**src/rtl/rhs2116_pkg.sv**
```systemverilog
// Shared definitions for the RHS2116 command scheduler: opcodes, tag types
// and command-word builders.
package rhs2116_pkg;

    localparam int         NUM_CHAN_DEF   = 16;
    localparam logic [7:0] FLUSH_ADDR_DEF = 8'd255;

    localparam logic [1:0] OP_CONVERT = 2'b00;
    localparam logic [1:0] OP_WRITE   = 2'b10;
    localparam logic [1:0] OP_READ    = 2'b11;
    localparam logic [3:0] CONV_FLAGS = 4'b0010;

    typedef enum logic [1:0] {
        TAG_NONE   = 2'd0,
        TAG_CONV   = 2'd1,
        TAG_HREAD  = 2'd2,
        TAG_HWRITE = 2'd3
    } tag_type_e;

    typedef struct packed {
        logic      valid;
        tag_type_e typ;
        logic [7:0] idx;
    } tag_t;

    function automatic logic [31:0] conv_cmd(input logic [3:0] chan);
        return {OP_CONVERT, CONV_FLAGS, 4'b0000, 2'b00, chan, 16'h0000};
    endfunction

    function automatic logic [31:0] reg_cmd(input logic wr, input logic [7:0] addr,
                                            input logic [15:0] wdata);
        return wr ? {OP_WRITE, 6'b0, addr, wdata} : {OP_READ, 6'b0, addr, 16'h0000};
    endfunction

endpackage

```
**src/rtl/rhs2116_tag_pipe.sv**
```systemverilog
// Three-deep tag history: entry 2 names the command whose data is arriving
// in the current frame (the chip answers two commands late).
module rhs2116_tag_pipe
    import rhs2116_pkg::*;
(
    input  logic clk_spi,
    input  logic rst_n,
    input  logic push_i,
    input  tag_t push_tag_i,
    input  logic pop_i,
    output tag_t aged_tag_o
);

    tag_t [2:0] stage_q;

    always_ff @(posedge clk_spi or negedge rst_n) begin
        if (!rst_n) begin
            stage_q <= '0;
        end else if (push_i) begin
            stage_q <= {stage_q[1:0], push_tag_i};
        end else if (pop_i) begin
            stage_q[2].valid <= 1'b0;
        end
    end

    assign aged_tag_o = stage_q[2];

endmodule

```
**src/rtl/rhs2116_seq_ctrl.sv**
```systemverilog
// RHS2116 command scheduler: round-robin CONVERTs interleaved with host
// register commands, tag-aligned result dispatch and drain-on-stop.
module rhs2116_seq_ctrl
    import rhs2116_pkg::*;
#(
    parameter int         NUM_CHAN   = NUM_CHAN_DEF,
    parameter logic [7:0] FLUSH_ADDR = FLUSH_ADDR_DEF
) (
    input  logic        clk_spi,
    input  logic        rst_n,
    input  logic        enable,
    input  logic        host_req_valid,
    output logic        host_req_ready,
    input  logic        host_req_write,
    input  logic [7:0]  host_req_addr,
    input  logic [15:0] host_req_wdata,
    output logic        host_rsp_valid,
    output logic [15:0] host_rsp_data,
    output logic        cmd_valid,
    input  logic        cmd_ready,
    output logic [31:0] cmd_data,
    input  logic        rsp_valid,
    input  logic [31:0] rsp_data,
    output logic        sample_valid,
    output logic [3:0]  sample_chan,
    output logic [15:0] sample_data,
    output logic        sweep_done,
    output logic        busy,
    output logic        proto_err
);

    localparam logic [1:0] S_IDLE  = 2'd0;
    localparam logic [1:0] S_ISSUE = 2'd1;
    localparam logic [1:0] S_WAIT  = 2'd2;
    localparam logic [1:0] S_FLUSH = 2'd3;
    localparam logic [3:0] LAST_CHAN = 4'(NUM_CHAN - 1);

    logic [1:0]  state_q, state_d;
    logic [3:0]  chan_q;
    logic        last_host_q, flush_wait_q, flush_second_q;
    logic        cmd_valid_q, host_req_ready_q, host_rsp_valid_q, sample_valid_q;
    logic        sweep_done_q, busy_q, proto_err_q;
    logic [31:0] cmd_data_q;
    logic [15:0] host_rsp_data_q, sample_data_q;
    logic [3:0]  sample_chan_q;
    tag_t        cur_tag_q, aged_tag;
    logic        hs, rsp_ok, load_host, load_conv, load_flush, aged_conv, aged_host;
    logic        unused_bits;

    rhs2116_tag_pipe u_tag_pipe (
        .clk_spi    (clk_spi),
        .rst_n      (rst_n),
        .push_i     (hs),
        .push_tag_i (cur_tag_q),
        .pop_i      (rsp_ok),
        .aged_tag_o (aged_tag)
    );

    assign aged_conv = aged_tag.valid && aged_tag.typ == TAG_CONV;
    assign aged_host = aged_tag.valid && (aged_tag.typ == TAG_HREAD || aged_tag.typ == TAG_HWRITE);
    assign unused_bits = ^{rsp_data[31:16], aged_tag.idx[7:4]};

    always_comb begin
        hs         = cmd_valid_q & cmd_ready;
        rsp_ok     = rsp_valid & ((state_q == S_WAIT) | ((state_q == S_FLUSH) & flush_wait_q));
        state_d    = state_q;
        load_host  = 1'b0;
        load_conv  = 1'b0;
        load_flush = 1'b0;
        case (state_q)
            S_IDLE: begin
                if (host_req_valid) begin
                    load_host = 1'b1;
                    state_d   = S_ISSUE;
                end else if (enable) begin
                    load_conv = 1'b1;
                    state_d   = S_ISSUE;
                end
            end
            S_ISSUE: if (hs) state_d = S_WAIT;
            S_WAIT: begin
                if (rsp_valid) begin
                    // Host wins only if the previous slot was not already a host slot.
                    if (host_req_valid && !last_host_q) load_host  = 1'b1;
                    else if (enable)                    load_conv  = 1'b1;
                    else if (host_req_valid)            load_host  = 1'b1;
                    else                                load_flush = 1'b1;
                    state_d = load_flush ? S_FLUSH : S_ISSUE;
                end
            end
            default: begin
                if (rsp_ok) begin
                    if (flush_second_q) state_d    = S_IDLE;
                    else                load_flush = 1'b1;
                end
            end
        endcase
    end

    always_ff @(posedge clk_spi or negedge rst_n) begin
        if (!rst_n) begin
            state_q          <= S_IDLE;
            chan_q           <= '0;
            last_host_q      <= 1'b0;
            flush_wait_q     <= 1'b0;
            flush_second_q   <= 1'b0;
            cur_tag_q        <= '0;
            cmd_valid_q      <= 1'b0;
            cmd_data_q       <= '0;
            host_req_ready_q <= 1'b0;
            host_rsp_valid_q <= 1'b0;
            host_rsp_data_q  <= '0;
            sample_valid_q   <= 1'b0;
            sample_chan_q    <= '0;
            sample_data_q    <= '0;
            sweep_done_q     <= 1'b0;
            busy_q           <= 1'b0;
            proto_err_q      <= 1'b0;
        end else begin
            state_q          <= state_d;
            busy_q           <= state_d != S_IDLE;
            host_req_ready_q <= load_host;

            if (load_host) begin
                cmd_data_q <= reg_cmd(host_req_write, host_req_addr, host_req_wdata);
                cur_tag_q  <= '{valid: 1'b1, typ: host_req_write ? TAG_HWRITE : TAG_HREAD,
                               idx: host_req_addr};
            end else if (load_conv) begin
                cmd_data_q <= conv_cmd(chan_q);
                cur_tag_q  <= '{valid: 1'b1, typ: TAG_CONV, idx: {4'h0, chan_q}};
            end else if (load_flush) begin
                cmd_data_q <= reg_cmd(1'b0, FLUSH_ADDR, 16'h0000);
                cur_tag_q  <= '{valid: 1'b1, typ: TAG_NONE, idx: FLUSH_ADDR};
            end

            if (load_host || load_conv || load_flush) cmd_valid_q <= 1'b1;
            else if (hs)                              cmd_valid_q <= 1'b0;
            if (load_host || load_conv) last_host_q <= load_host;

            if (load_flush) begin
                flush_second_q <= state_q == S_FLUSH;
                flush_wait_q   <= 1'b0;
            end else if (hs && state_q == S_FLUSH) begin
                flush_wait_q   <= 1'b1;
            end

            if (hs && cur_tag_q.typ == TAG_CONV)
                chan_q <= (chan_q == LAST_CHAN) ? 4'd0 : chan_q + 4'd1;
            sweep_done_q <= hs && cur_tag_q.typ == TAG_CONV && chan_q == LAST_CHAN;

            sample_valid_q   <= rsp_ok && aged_conv;
            host_rsp_valid_q <= rsp_ok && aged_host;
            if (rsp_ok && aged_conv) begin
                sample_chan_q <= aged_tag.idx[3:0];
                sample_data_q <= rsp_data[15:0];
            end
            if (rsp_ok && aged_host) host_rsp_data_q <= rsp_data[15:0];

            if ((rsp_valid && !rsp_ok) || (cmd_ready && !cmd_valid_q)) proto_err_q <= 1'b1;
        end
    end

    assign cmd_valid      = cmd_valid_q;
    assign cmd_data       = cmd_data_q;
    assign host_req_ready = host_req_ready_q;
    assign host_rsp_valid = host_rsp_valid_q;
    assign host_rsp_data  = host_rsp_data_q;
    assign sample_valid   = sample_valid_q;
    assign sample_chan    = sample_chan_q;
    assign sample_data    = sample_data_q;
    assign sweep_done     = sweep_done_q;
    assign busy           = busy_q;
    assign proto_err      = proto_err_q;

endmodule

```
**config.mk**
```make
export PLATFORM = sky130hd
export DESIGN_NAME = rhs2116_seq_ctrl
export DESIGN_NICKNAME = d
export VERILOG_FILES = /design/src/rtl/rhs2116_pkg.sv /design/src/rtl/rhs2116_tag_pipe.sv /design/src/rtl/rhs2116_seq_ctrl.sv
export SDC_FILE = /design/constraint.sdc
export NUM_CORES = 1
export LEC_CHECK = 0
export CELL_PAD_IN_SITES_DETAIL_PLACEMENT = 1
export CELL_PAD_IN_SITES_GLOBAL_PLACEMENT = 1
export CORE_MARGIN = 2
export CORE_UTILIZATION = 43
export CTS_BUF_LIST = sky130_fd_sc_hd__clkbuf_16
export DETAILED_ROUTE_END_ITERATION = 6
export DONT_BUFFER_PORTS = 1
export PLACE_DENSITY_LB_ADDON = 0.1
export SLEW_MARGIN = 40
export SYNTH_ARGS = -nofsm -noshare
export SYNTH_HDL_FRONTEND = slang
export SYNTH_HIERARCHICAL = 1
export SYNTH_SLANG_ARGS = --single-unit
export TNS_END_PERCENT = 20
```
**constraint.sdc**
```tcl
create_clock -name clk_spi -period 3.9 [get_ports clk_spi]
set_input_delay 0.78 -clock clk_spi [delete_from_list [all_inputs] [get_ports clk_spi]]
set_output_delay 0.78 -clock clk_spi [all_outputs]
set_load 0.02 [all_outputs]
```
# --- After elaboration in Yosys (flattened, before gate mapping) ---
# Index checks and enable logic that the tools add are counted.
word_totals:
  ff_bits: 112
  inputBits: 63
  output_inout_bits: 75
  word_cells: 107
classes:
  n_addsub: 1
  eq_ne: 8
  muxes: 42
  n_bitwise: 4
  reduce_logical: 24
op_table:
  columns: ["operator", "count"]
  rows:
  - ["32-bit 2-to-1 mux", 3]
  - ["11-bit 2-to-1 mux", 3]
  - ["31-bit 2-to-1 mux", 1]
  - ["1-bit 2-to-1 mux", 23]
  - ["2-bit 2-to-1 mux", 7]
  - ["1-bit logical AND", 10]
  - ["2-bit == test, second input constant", 4]
  - ["2-bit nonzero test", 4]
  - ["2-bit by 1-bit == test with 1-bit output, second input constant", 3]
  - ["1-bit one-hot mux with 2 select lines", 3]
  - ["2-bit one-hot mux with 3 select lines", 1]
  - ["4-bit by 1-bit adder with 4-bit output, second input constant", 1]
  - ["4-bit == test, second input constant", 1]
  - ["1-bit logical OR", 4]
  - ["4-bit 2-to-1 mux", 1]
  - ["1-bit bitwise AND", 3]
  - ["1-bit logical NOT", 3]
  - ["3-bit nonzero test", 1]
  - ["2-bit logical NOT", 1]
  - ["2-bit OR reduction", 1]
  - ["1-bit OR", 1]

# --- Logic depth before layout (Yosys ltp) ---
# Gate-level depths: netlist of run 1.
depth:
  ltp_word: 10
  mapped_depth: 7
  mapped_depth_nobuf: 5

# --- Hierarchy ---
# The synthesis of run 1 kept the hierarchy.
by_module_without_submodules:
  columns: ["mod", "n_inst", "cells_each", "area_per_inst_um2", "seq_area_each_um2"]
  rows:
  - ["rhs2116_seq_ctrl", 1, 248, 3339.5, 2052.0]
  - ["rhs2116_tag_pipe", 1, 82, 1457.6, 825.8]

# --- Worst setup path after synthesis of run 1 ---
# OpenSTA, ideal clock, no wires.
synth_timing:
  path_type: "input port to flip-flop"
  start: "input port host_req_valid"
  end: "register cmd_data_q[10], in the netlist cmd_data[10]"
  setup_ns: 0.121
  arrival_ns: 1.827
  t_required_ns: 3.779
  slack_ns: 1.952
  cell_stages: 5
  path_buffers: 1
  cell_sequence: "or3_1 -> a21oi_2 -> nor3_2 -> buf_6 -> a22o_1"
synth_via:
  elab_chain_cells: 8
  elab_cells_between_ends: 20
  cone_classes: "18 x mux; 2 x reduce/logical"
synth_lines:
  columns: ["item", "line_no", "source"]
  rows:
  - ["start, declared", "rhs2116_seq_ctrl.sv:12", "input logic host_req_valid,"]
  - ["1-bit 2-to-1 mux", "rhs2116_seq_ctrl.sv:86", "else if (host_req_valid) load_host = 1'b1;"]
  - ["1-bit 2-to-1 mux", "rhs2116_seq_ctrl.sv:85", "else if (enable) load_conv = 1'b1;"]
  - ["1-bit 2-to-1 mux", "rhs2116_seq_ctrl.sv:84", "if (host_req_valid && !last_host_q) load_host = 1'b1;"]
  - ["1-bit 2-to-1 mux", "rhs2116_seq_ctrl.sv:82", "if (rsp_valid) begin"]
  - ["1-bit 2-to-1 mux", "rhs2116_seq_ctrl.sv:70", "case (state_q)"]
  - ["1-bit 2-to-1 mux", "rhs2116_seq_ctrl.sv:82", null]
  - ["1-bit one-hot mux with 2 select lines", "rhs2116_seq_ctrl.sv:70", null]
  - ["3-bit nonzero test (no line)", null, null]
  - ["end signal, assigned", "rhs2116_seq_ctrl.sv:125", "cmd_data_q <= reg_cmd(host_req_write, host_req_addr, host_req_wdata);"]
  - ["end signal, assigned", "rhs2116_seq_ctrl.sv:129", "cmd_data_q <= conv_cmd(chan_q);"]
  - ["end signal, assigned", "rhs2116_seq_ctrl.sv:132", "cmd_data_q <= reg_cmd(1'b0, FLUSH_ADDR, 16'h0000);"]
  - ["end, declared", "rhs2116_seq_ctrl.sv:43", "logic [31:0] cmd_data_q;"]
# Several ways; a longest one is shown, not always the timed one. The select of a mux whose other input is x is not followed.
# A chain may end at the register's enable or synchronous reset.

# --- Final worst setup path of run 1 ---
layout_timing:
  start: "register state_q[0]"
  end: "register cmd_data_q[12], in the netlist cmd_data[12]"
layout_via:
  elab_cells_between_ends: 15
  cone_classes: "3 x eq/ne; 6 x mux; 3 x bitwise; 3 x reduce/logical"
layout_rtl:
  columns: ["item", "line_no", "source"]
  rows:
  - ["start, declared", "rhs2116_seq_ctrl.sv:38", "logic [1:0] state_q, state_d;"]
  - ["start signal, assigned", "rhs2116_seq_ctrl.sv:120", "state_q <= state_d;"]
  - ["2-bit == test or 2-bit logical NOT (tied branches)", "rhs2116_seq_ctrl.sv:70", null]
  - ["1-bit one-hot mux with 2 select lines (*)", "rhs2116_seq_ctrl.sv:70", null]
  - ["net load_host", "rhs2116_seq_ctrl.sv:47", "logic hs, rsp_ok, load_host, load_conv, load_flush, aged_conv, aged_host;"]
  - ["3-bit nonzero test (no line) or 32-bit 2-to-1 mux (tied branches)", null, null]
# Mark *: on every way through the listed nets, which the timed path passes. The rest lies on a longest branch.

==> results of run 1 <==
layout make-up:
type / count / area share (%)
timing repair buffer: 2 / 0.3354
clock inverter: 7 / 1.202
tap: 133 / 3.717
sequential: 103 / 57.57
clock buffer: 9 / 5.031
inverter: 10 / 0.8385
multi-input combinational: 157 / 31.30
placed cells by master (no fill, tap or decap), types with 3 or more instances in the layout:
cell and n:
o21ai_0 11, a21oi_1 6, o22ai_1 4, mux2_4 18, and2_1 3, nand2b_1 3, a22o_1 17, inv_1 9
conb_1 5, mux2_1 36, o221a_2 4, clkbuf_16 9, nand3b_1 3, dfrtp_1 103, nand3_1 4, nor2_1 5
nand2_1 11
report_power, final:
group / switching, mW / internal, mW / leakage (nW)
clock: 0.407 / 0.440 / 0.134
combinational: 0.312 / 0.457 / 0.696
sequential: 0.730 / 1.51 / 1.29
routing by layer:
layer | share of wire [%] | vias up | GRT usage [%]
li1 | - | 1002 | -
met3 | 6.0 | 6 | 4.261
met5 | 0 | - | 0
met4 | 0.90 | 0 | 4.923
met1 | 42 | 1180 | 19.00
met2 | 51 | 68 | 25.70
through the flow:
stage / utilization [%] / hold WS (ns) / instance area, um^2 / total power [mW] / worst slack, ns
2_1_floorplan: - / 0.4285 / 4309 / 2.998 / 1.952
3_3_place_gp: 43.06 / 0.4477 / 4189 / 3.005 / 1.398
3_5_place_dp: 43.06 / 0.4529 / 4189 / 3.055 / 1.394
4_1_cts: 45.92 / 0.1173 / 4468 / 3.921 / 1.519
5_1_grt: 46.01 / 0.1031 / 4477 / 4.100 / 1.357
6_report: 46.01 / 0.1262 / 4477 / 3.860 / 1.549
sequential cells by signal, summed over array words and instances, names as in the netlist:
signal                 count
cmd_data                  20
host_rsp_data             16
sample_data               16
u_tag_pipe/stage_q        14
cur_tag_q                 10
u_tag_pipe/aged_tag_o      7
chan_q                     4
sample_chan                4
state_q                    2
busy                       1
cmd_valid                  1
flush_second_q             1
flush_wait_q               1
host_req_ready             1
host_rsp_valid             1
last_host_q                1
proto_err                  1
sample_valid               1
sweep_done                 1
critical path, cell delays in order, from the launching register on:
cell      delay [ns]
dfrtp_1         0.54
nand2b_1        0.22
a311o_1         0.49
inv_2           0.20
and2_1          0.59
a22o_1          0.24
path summary, 6_finish.rpt:
path | end
setup / recovery | cmd_data[12]
min in group clk_spi | cur_tag_q[10]
hold reg to reg | cur_tag_q[10]
max in group asynchronous | proto_err
setup reg to reg | cmd_data[12]
hold / removal | host_rsp_data[10]
==> metrics.md, run 1 <==
| Metric | Value |
|---|---|
| CTS tree | `built` |
| FF+latch area | `0.002577 mm^2` |
| Placed cells | `405` |
| Clock slew at reported path FFs | `0.08 ns` |
| Post-route fraction of the period consumed by the critical path | `60.27%` |
| Unrepaired setup endpoints after global routing | `no` |
| Placeable Area | `0.009729 mm^2` |
| Wire length of the first global-routing pass | `13.15 mm` |
| Die ar. | `0.01080 mm^2` |
| Endpoint type of the worst setup path | `flop` |
| Post-DP HPWL | `5.141 mm` |
| # diodes | `0` |
| Final wirelength | `7.811 mm` |
| Fin cells | `421` |
| Post-Synthesis Cell Area | `0.004294 mm^2` |
| RR Startpoint | `state_q[0]` |
| Largest net degree at the start of global routing | `104` |
| Crit-path max FO | `18` |
| Row cnt | `36` |
| DR iter-0 viols | `66` |
| Status | `finished, final reports clean` |
| Grt total ovfl | `0` |
| Endpoints failing setup | `0` |
| Crit path DAT | `2.62 ns` |
| Setup bufs post-CTS | `0` |
| Max Slew Vio Count | `0` |
| Fin. Hold Viols | `0` |
| YS warnings | `6` |
| Number of H-tree levels | `3` |
| Crit path time final | `2.351 ns` |
| Crit path from | `state_q[0]` |
| Routed length per instance | `18.55 um` |
| Residual DRC | `0` |
| Syn avg cell area | `14.22 um^2` |
| Register-to-register setup slack | `1.55 ns` |
| WS Path Type | `reg -> reg` |
| Worst Tran Pin Value | `0.6759 ns` |
| Inserted Clock Buffers | `9` |
| Vias in the first global route | `2,428` |
| R2R depth | `5` |
| Drt pass-1 iters | `4` |
| Final RePlAce weighted congestion | `0.7714` |
| Final ANT Viol Nets | `0` |
| Maxcap violations | `0` |
| Drt via density | `5.359` |
| P_leak | `2.118 nW` |
| Total number of vias | `2,256` |
| Max Freq | `425.4 MHz` |
| Nets | `347` |
| Clk_skew | `0.01074 ns` |
| PwrDens | `862.1 mW/mm^2` |
| PostCTS Resize Cnt | `0` |
| Hold/Removal Path Class | `in -> async` |
| Worst VDD drop | `0.3526 mV` |
| Layout cells sized above 1 | `17.71%` |
| Clk_lat worst skew | `0.34 ns` |
| Multi-input gate area | `0.001401 mm^2` |
| Area delta synth->final | `4.254%` |
| Filler cell count | `985` |
| Initial core utilization | `44.14%` |
| Gr usage total | `15.24%` |
| Rel. slew slack | `54.94%` |
| Longest Clk Path Bufs | `2` |
| Top-Level Pins | `138` |
| Mapped Cells | `302` |
| Antenna violations before repair | `0` |
| Die height | `103.9 um` |
| IO Port Bufs | `0` |
| Die Wd | `103.9 um` |
| Critical path startpoint category | `flop` |
| Root buffer cell | `clkbuf_16` |
| Cts hold-fix bufs | `0` |
| CTS Sinks | `103` |
| Setup Total Neg Slack | `0 ns` |
| WP data required | `4.17 ns` |
Power figures use the tool's default switching activity.
==> run 2: changes to the inputs <==
Clock period 3.9 ns to 2.1 ns, I/O delays scaled along.
==> metrics.md, run 2 (synthesis gave the netlist of run 1 again) <==
| Metric | Value |
|---|---|
| Final core occ | `47.26% (+1.2 points)` |
| Grt total ovfl | `0 (unchanged)` |
| PwrDens | `1634 mW/mm^2 (+90%)` |
| Post-Layout Inst Area | `0.004598 mm^2 (+2.7%)` |
| Endpoints failing setup | `0 (unchanged)` |
| Inserted Clock Buffers | `9 (unchanged)` |
| Crit path DAT | `2.04 ns (-0.58 ns)` |
| WS Path Type | `reg -> reg` |
| CTS Sinks | `103 (unchanged)` |
| Nets | `353 (+1.7%)` |
| Crit-path max cell delay | `0.72 ns (+0.13 ns)` |
| Routed length per instance | `17.99 um (-3.1%)` |
| Die ar. | `0.01080 mm^2 (unchanged)` |
| Delay-heaviest family, CP | `simple AND/OR/NAND/NOR gates` |
| Commonest cells after routing, fill and taps aside | `103 x dfrtp_1, 36 x mux2_1, 18 x mux2_4` |
| # diodes | `0 (unchanged)` |
| Clk_skew | `0.009295 ns (-0.001450 ns)` |
| Fin cells | `427 (+1.4%)` |
| Worst VDD drop | `0.5966 mV (+69%)` |
| Max reg flops | `20 (unchanged)` |
| Placeable Area | `0.009729 mm^2 (unchanged)` |
| Final RePlAce weighted congestion | `0.8066 (+4.6%)` |
| Unrepaired setup endpoints after global routing | `no` |
| Post-route fraction of the period consumed by the critical path | `86.25% (+26 points)` |
| Worst path bufs/invs | `0 (-1)` |
| IO Port Bufs | `0 (unchanged)` |
| Longest Clk Path Bufs | `2 (unchanged)` |
| Final ANT Viol Nets | `0 (unchanged)` |
| Top-Level Pins | `138 (unchanged)` |
| Violated checks | `hold timing` |
| Wire length of the first global-routing pass | `13.14 mm (about the same)` |
| Total Power | `7.516 mW (+95%)` |
| Setup ws final | `0.2887 ns (-1.261 ns)` |
| Max Freq | `552.1 MHz (+30%)` |
| Die height | `103.9 um (unchanged)` |
| Met3 Resource Use GR | `5.075% (+0.81 points)` |
| Layout cells sized above 1 | `19.39% (+1.7 points)` |
| Clock slew at reported path FFs | `0.08 ns (about the same)` |
| Vias in the first global route | `2,432 (+0.16%)` |
| Area delta synth->final | `7.080%` |
| Total number of vias | `2,252 (-0.18%)` |
| Drt pass-1 iters | `4 (unchanged)` |
| Antenna violations before repair | `0 (unchanged)` |
| Hold/Removal Path Class | `in -> async` |
| Die Wd | `103.9 um (unchanged)` |
| Setup Total Neg Slack | `0 ns (unchanged)` |
| WP data required | `2.33 ns (-1.84 ns)` |
| Commonest non-fill, non-tap cell in the layout | `dfrtp_1` |
| Slowest-stage cell, CP | `or4b_1` |
| DR iter-0 viols | `76 (+15%)` |
| P_leak | `2.176 nW (+2.7%)` |
| Drt via density | `5.274 (-1.6%)` |
| Fin. Hold Viols | `103 (+103)` |
| Placed cells | `411 (+1.5%)` |
| Area after DPL | `0.004259 mm^2 (+1.7%)` |
| Final wirelength | `7.680 mm (-1.7%)` |
| Row cnt | `36 (unchanged)` |
| Root buffer cell | `clkbuf_16` |
| Post-DP HPWL | `5.018 mm (-2.4%)` |
| Crit-path max FO | `11 (-7)` |
| Met1 usage | `20.35% (+1.3 points)` |
| Met2 usage | `23.59% (-2.1 points)` |
| Largest net degree at the start of global routing | `104 (unchanged)` |
| Gr usage total | `15.33% (+0.091 points)` |
| Number of H-tree levels | `3 (unchanged)` |
| Critical path startpoint category | `flop` |
| GRT Max-Usage Layer | `met2` |
| Worst hold margin | `-0.2395 ns (-0.3656 ns)` |
| Crit path time final | `1.811 ns (-0.5393 ns)` |
| Maxcap violations | `0 (unchanged)` |
| Residual DRC | `0 (unchanged)` |
| CTS tree | `built` |
| Status | `finished, violations left` |
| Endpoint type of the worst setup path | `flop` |
| Initial core utilization | `44.14% (unchanged)` |
| Max Slew Vio Count | `0 (unchanged)` |
| Worst path cell trace | `nor2b_2, or4b_1, o22ai_1, a21oi_1` |
| Clk_lat worst skew | `0.34 ns (about the same)` |
| Dpl ws | `0.2707 ns (-1.123 ns)` |
[run 2: changes by cell type in the layout (fill, tap and decap cells not counted), sizes merged]
cell,change
buf,+6
bufinv,+2
clkinvlp,-2
[run 2: layout make-up]
| cell class | instances | area (um^2) |
|---|---|---|
| Timing Repair Buffer | 8 | 85.08 |
| Fill cell | 981 | 5131 |
| Tap cell | 133 | 166.4 |
| Clock inverter | 7 | 113.9 |
| Multi-Input combinational cell | 157 | 1393 |
| Inverter | 10 | 37.54 |
| Sequential cell | 103 | 2577 |
| Clock buffer | 9 | 225.2 |
[run 2: final timing paths]
kind,start,to,slack (ns),cells after the start
worst max-delay path,state_q[1],cur_tag_q[3],0.29,4
worst min-delay path,rst_n,sample_data[10],-0.24,0
worst max register to register,state_q[1],cur_tag_q[3],0.29,4
worst min register to register,cur_tag_q[10],cur_tag_q[10],0.46,1
max in group asynchronous,rst_n,u_tag_pipe/stage_q[10],2.21,0
min in group clk_spi,cmd_ready,cmd_valid,0.15,1
[run 2: worst reg2reg max path, cell delays in order (launching register included)]
cell     delay, ns
dfrtp_1       0.50
nor2b_2       0.23
or4b_1        0.72
o22ai_1       0.21
a21oi_1       0.06
[run 2: where the power goes]
part           internal (mW)  switching [mW]
logic                  0.910           0.604
registers               2.81            1.32
clock network           1.07           0.797
total                   4.79            2.72
[run 2: repair_timing]
item | CTS | global route
endpoints found under the hold margin | 103 | 103
resized for setup | 0 | 0
buffers inserted | 0 | 0
[run 2: routing by layer]
layer	part of all wire, %	up-vias	routed length [um]
met1	45	1160	3433
met4	1.4	0	106
met3	6.0	10	461
li1	-	1015	-
met5	0	-	0
met2	48	67	3678
